### src/rtl/ifetch_pkg.sv
// Shared constants and types for the instruction fetch unit.
// HALT_INSN is only compared when the design is built with IFETCH_HALT_EN.
package ifetch_pkg;

    localparam int IFETCH_N = 32;
    localparam int IFETCH_R = 6;

    localparam logic [IFETCH_N-1:0] HALT_INSN = 32'hFFFF_FFFF;

    typedef struct packed {
        logic [IFETCH_R-1:0] pc;
        logic [IFETCH_N-1:0] insn;
    } ifetch_entry_t;

endpackage

### src/rtl/ifetch_fifo.sv
// Synchronous prefetch FIFO: push, pop, flush; head is read from registered storage.
// A push while full is accepted only together with a pop of the same slot.
module ifetch_fifo #(
    parameter int W     = 38,
    parameter int DEPTH = 4
) (
    input  logic                       clk,
    input  logic                       rst_n,
    input  logic                       flush,
    input  logic                       push,
    input  logic [W-1:0]               din,
    input  logic                       pop,
    output logic [W-1:0]               dout,
    output logic                       full,
    output logic                       empty,
    output logic [$clog2(DEPTH):0]     count
);

    localparam int PW = $clog2(DEPTH);
    localparam int CW = PW + 1;

    logic [W-1:0]  mem [DEPTH];
    logic [PW-1:0] wptr;
    logic [PW-1:0] rptr;
    logic          pop_ok;
    logic          push_ok;

    assign full    = (count == CW'(DEPTH));
    assign empty   = (count == '0);
    assign pop_ok  = pop && !empty;
    assign push_ok = push && (!full || pop_ok);

    // Empty queue reads as zero so the head is defined right after reset.
    assign dout = empty ? '0 : mem[rptr];

    always_ff @(posedge clk) begin
        if (rst_n && !flush && push_ok) begin
            mem[wptr] <= din;
        end
    end

    always_ff @(posedge clk) begin
        if (!rst_n || flush) begin
            wptr  <= '0;
            rptr  <= '0;
            count <= '0;
        end else begin
            if (push_ok) begin
                wptr <= wptr + PW'(1);
            end
            if (pop_ok) begin
                rptr <= rptr + PW'(1);
            end
            case ({push_ok, pop_ok})
                2'b10:   count <= count + CW'(1);
                2'b01:   count <= count - CW'(1);
                default: count <= count;
            endcase
        end
    end

endmodule

### src/rtl/ifetch.sv
// Instruction fetch: PC register, imem addressing, prefetch queue and redirect.
// Build option IFETCH_HALT_EN stops fetching after a HALT_INSN word is enqueued.
module ifetch
    import ifetch_pkg::*;
#(
    parameter int             n          = 32,
    parameter int             r          = 6,
    parameter int             DEPTH      = 4,
    parameter logic [r-1:0]   RESET_ADDR = '0
) (
    input  logic          clk,
    input  logic          rst_n,
    output logic [r-1:0]  imem_addr,
    input  logic [n-1:0]  imem_readdata,
    output logic [n-1:0]  instr,
    output logic [r-1:0]  instr_pc,
    output logic          instr_valid,
    input  logic          instr_ready,
    input  logic          redirect_valid,
    input  logic [r-1:0]  redirect_addr,
    output logic          halted
);

    localparam int CW = $clog2(DEPTH) + 1;

    logic [r-1:0]   pc;
    logic [r+n-1:0] head;
    logic           fifo_full;
    logic           fifo_empty;
    logic [CW-1:0]  fifo_count;
    logic           pop;
    logic           push;

    assign imem_addr   = pc;
    assign instr_valid = !fifo_empty;
    assign instr       = head[n-1:0];
    assign instr_pc    = head[r+n-1:n];

    // A full queue can still take a word when decode frees the head this cycle.
    assign pop  = instr_valid && instr_ready;
    assign push = !halted && !redirect_valid && (!fifo_full || pop);

    ifetch_fifo #(
        .W     (r + n),
        .DEPTH (DEPTH)
    ) u_fifo (
        .clk   (clk),
        .rst_n (rst_n),
        .flush (redirect_valid),
        .push  (push),
        .din   ({pc, imem_readdata}),
        .pop   (pop),
        .dout  (head),
        .full  (fifo_full),
        .empty (fifo_empty),
        .count (fifo_count)
    );

    always_ff @(posedge clk) begin
        if (!rst_n) begin
            pc <= RESET_ADDR;
        end else if (redirect_valid) begin
            pc <= redirect_addr;
        end else if (push) begin
            pc <= pc + r'(1);
        end
    end

`ifdef IFETCH_HALT_EN
    always_ff @(posedge clk) begin
        if (!rst_n || redirect_valid) begin
            halted <= 1'b0;
        end else if (push && imem_readdata == n'(HALT_INSN)) begin
            halted <= 1'b1;
        end
    end
`else
    assign halted = 1'b0;
`endif

    // Occupancy bound and full flag must agree with the count.
    always_ff @(posedge clk) begin
        if (rst_n) begin
            assert (fifo_count <= CW'(DEPTH) && fifo_full == (fifo_count == CW'(DEPTH)));
        end
    end

endmodule
### config.mk
export PLATFORM = sky130hd
export DESIGN_NAME = ifetch
export DESIGN_NICKNAME = d
export VERILOG_FILES = /design/src/rtl/ifetch_pkg.sv /design/src/rtl/ifetch_fifo.sv /design/src/rtl/ifetch.sv
export SDC_FILE = /design/constraint.sdc
export NUM_CORES = 1
export LEC_CHECK = 0
export BUFFER_PORTS_ARGS = -buffer_cell sky130_fd_sc_hd__buf_4
export CORE_MARGIN = 5
export CORE_UTILIZATION = 51
export CTS_BUF_LIST = sky130_fd_sc_hd__clkbuf_4 sky130_fd_sc_hd__clkbuf_8 sky130_fd_sc_hd__clkbuf_16
export CTS_CLUSTER_SIZE = 14
export DETAILED_ROUTE_END_ITERATION = 16
export GPL_ROUTABILITY_DRIVEN = 0
export PLACE_DENSITY = 0.75
export SETUP_SLACK_MARGIN = 0.4
export SLEW_MARGIN = 10
export SYNTH_ARGS = -nofsm -noshare
export SYNTH_HDL_FRONTEND = slang
export SYNTH_SLANG_ARGS = --single-unit
### constraint.sdc
create_clock -name clk -period 2.4 [get_ports clk]
set_input_delay 0.48 -clock clk [delete_from_list [all_inputs] [get_ports clk]]
set_output_delay 0.48 -clock clk [all_outputs]
set_load 0.01 [all_outputs]
==> summary.txt <==
Power and ir drop
  – Power Density: slightly below 800 mW/mm^2
  – Logic pwr share: 0.071
  – Sw power: around 1.3 mW
  – Clk pwr share: 0.438
  – Part of the power in registers: 0.491
  – Switching share of power: 0.1897
  – Leakage: 2.942 nW
  – Int Pwr: ~5.4 mW
  – Max IR drop VDD: between 400 and 500 uV
  – Overall Power: 6.669 mW

Timing
  – Unrepaired setup endpoints after global routing: true
  – Slew Viols, Final: 0
  – Final Cycle Share: 0.9635
  – Setup Skew: ~10 ps
  – Fin crit period: between 2000 and 2500 ps
  – Sum Neg Setup Slack: 0 ps
  – Fin Hold WS: 261.2 ps
  – Hold Violations, Final: 0
  – Max Clk Rate: between 400 and 500 MHz
  – Setup-failing EPs final: 0

Routing
  – Wire per inst: ~20 microns
  – Via count: 3449
  – Routed WL: approximately 13000 microns
  – Vias per inst: 5.414
  – TritonRoute pass-1 iters: 4
  – DRC: 0
  – Post-route ant nets: 0
  – Initial DRC count: roughly 220

Worst setup path
  – CP arrival: 1830 ps
  – Reg2Reg Setup Slack: 210 ps
  – CP Class: flop to primary output
  – Worst reg2reg path depth: 8
  – Critical R2R Launch: u_fifo.count[0]
  – Maximum fanout along the worst path: 6
  – Crit start category: flop
  – Worst r2r dst: u_fifo.count[2]
  – CP endpoint kind: primary output
  – WP data required: between 1500 and 2000 ps

Floorplanning
  – Starting Density: 0.5197
  – DIE WIDTH: 123.2 microns
  – Rows: between 40 and 50
  – Die ar.: around 0.015 sq mm
  – Core Region: about 0.013 sq mm
  – Die Y: between 100 and 150 microns
  – IO Count: 88

Hold path
  – Worst Hold Endpoint: u_fifo.mem[2][18]
  – Hold_sp: imem_readdata[18]
  – Hold WC Path Type: input port to flop
  – WHS Path Cells: 1

Final layout
  – Final Util: 0.6721
  – Area Growth Syn to Fin: 29.33%
  – Share of cells above drive strength 1: 0.4409
  – Filler cell count: 827
  – Diodes inserted: 0
  – Post-route cell area: ~0.0084 sq mm
  – Fin nets: between 500 and 600
  – Leading cell type in the layout, fill and taps excluded: edfxtp_1
  – Commonest non-fill, non-tap cells in the layout: edfxtp_1 (152), buf_4 (96), mux4_2 (38), nor2b_1 (34), clkbuf_16 (18)

Clocking
  – Htree depth: 4
  – Clock Sinks: ~170
  – Deepest clock path buffer count: 2
  – Cts hold-fix bufs: 0
  – CTS root buffer: clkbuf_16
  – CTS tree: built
  – Clock slew at reported path FFs: around 60 ps
  – Num CTS Buffers: 17
  – Worst-skew pair later-pin latency: 420 ps

GRT
  – Largest net degree at the start of global routing: 30
  – Number of global-route vias before repair: between 3000 and 4000
  – First-pass GRT wire length: between 15000 and 20000 microns
  – GRT Residual Overflow: 0
  – Total track usage: 0.1793
  – Initial antenna violation count: 0

Synthesis
  – YS warnings: 0
  – Simple-gate portion of the synthesized area: 0.06226
  – Register bit count reported by yosys: between 150 and 200
  – Sequential area share after synthesis: 0.7448
  – Mapped Area: 0.006531 sq mm
  – Post-synthesis xor/xnor area fraction: 0.006705
  – Synth Instances: about 340
  – Synth Area in Compound Gates: 0.01954
  – Syn Area/Cell: roughly 20 sq um
  – Synth cell types: 31
  – Synth Net Count: 385
  – Synth Area in Adders: 0.01456
  – Largest family of logic cells by synthesized area: multiplexers
  – Mux contribution to synthesized area: 0.1310

Flow run
  – Max Cap Viol: 0

Place
  – DP Wirelength: between 7000 and 8000 microns
  – # port buffers: 86
  – Area post-placement: roughly 0.0075 sq mm

Status
  – Status: completed
==> per-stage QoR <==
| step | setup WS (ps) | instances |
|---|---|---|
| CTS | 47.65 | 633 |
| global route | 11.38 | 637 |
| global placement | 59.02 | 593 |
| finish | 87.68 | 637 |
| detailed placement | -51.69 | 593 |
| floorplan | 103.3 | 336 |
==> power by group through the flow <==
stage                     Clock, mW  Combinational, mW  Sequential, mW
after global placement            0              0.392            3.33
after floorplan                   0              0.187            3.33
after CTS                      2.98              0.443            3.28
final                          2.92              0.471            3.28
after global routing           3.11              0.511            3.28
after detailed placement          0              0.401            3.34
==> cells by family (layout without fill, tap and decap cells) <==
| group | count (synthesis) | count (layout) |
|---|---|---|
| AOI/OAI and AO/OA | 22 | 22 |
| xor gates and xnor gates | 5 | 5 |
| adders and majority gates | 7 | 7 |
| buffers and inverters | 26 | 155 |
| DFF | 167 | 167 |
| muxes | 38 | 38 |
| other | 1 | 1 |
| and+or+nand+nor | 70 | 70 |
==> critical path: stages (launching register included) <==
cell and delay (ps):
dfxtp_4 390, buf_12 130, buf_16 130, mux4_2 500, nor2b_4 140, buf_4 130
==> sequential cells by signal, indices dropped and copies added, names as in the netlist, named ones only <==
name          count
u_fifo.rptr       2
imem_addr         6
u_fifo.mem      152
u_fifo.count      3
u_fifo.wptr       2
==> synth_stat cells <==
cell type,instances,area (sq um)
or4_1,1,7.510
fa_1,1,20.02
o21ai_0,7,35.03
o311ai_0,1,8.760
a31oi_1,4,25.02
nand2_1,6,22.52
nor4b_2,1,15.01
a21oi_1,4,20.02
inv_1,9,33.78
edfxtp_1,152,4564
buf_6,3,33.78
nor2b_1,38,237.7
ha_1,6,75.07
or3_1,3,18.77
buf_2,8,40.04
buf_4,1,7.510
o21ai_1,3,15.01
nand2b_1,1,6.260
clkbuf_1,5,18.77
o31a_1,1,8.760
nor2_1,9,33.78
nand3_1,4,20.02
dfxtp_1,15,300.3
mux4_2,38,855.8
conb_1,1,3.750
xor2_1,4,35.03
and2_1,4,25.02
or4b_1,1,10.01
nor3_1,2,10.01
o31ai_1,2,15.01
xnor2_1,1,8.760
==> layout make-up <==
cell class                      instances  area, sq um  area share
Clock inverter                         10        180.2     0.02133
Inverter                                9        36.28    0.004296
Timing Repair Buffer                  114         1056      0.1250
Sequential cell                       167         4881      0.5778
Tap cell                              172        215.2     0.02548
Multi-Input combinational cell        143         1609      0.1905
Clock buffer                           22        469.2     0.05555
==> worst max-delay path by stage <==
stage	endpoint	slack (ps)	depth (start not counted)
2_1_floorplan	u_fifo.count[2]	100	9
3_3_place_gp	u_fifo.count[2]	60	9
3_5_place_dp	u_fifo.count[2]	-50	9
4_1_cts	instr[22]	50	5
5_1_grt	instr_pc[4]	10	5
6_report	instr[27]	90	5
==> repair_timing <==
| item | 4_1_cts | 5_1_grt |
|---|---|---|
| setup endpoints to repair | 41 | 41 |
| cloned | 3 | 2 |
| pin swaps | 1 | 1 |
| resized for setup | 15 | 17 |
| setup buffers | 5 | 2 |
==> layer usage <==
layer	GRT usage	wire, microns	vias up
met1	0.2321	5351	1770
met3	0.05581	777	15
met5	0	0	-
met4	0.05329	146	0
met2	0.2943	6694	111
li1	-	-	1553
(Power assumes the default switching activity.)
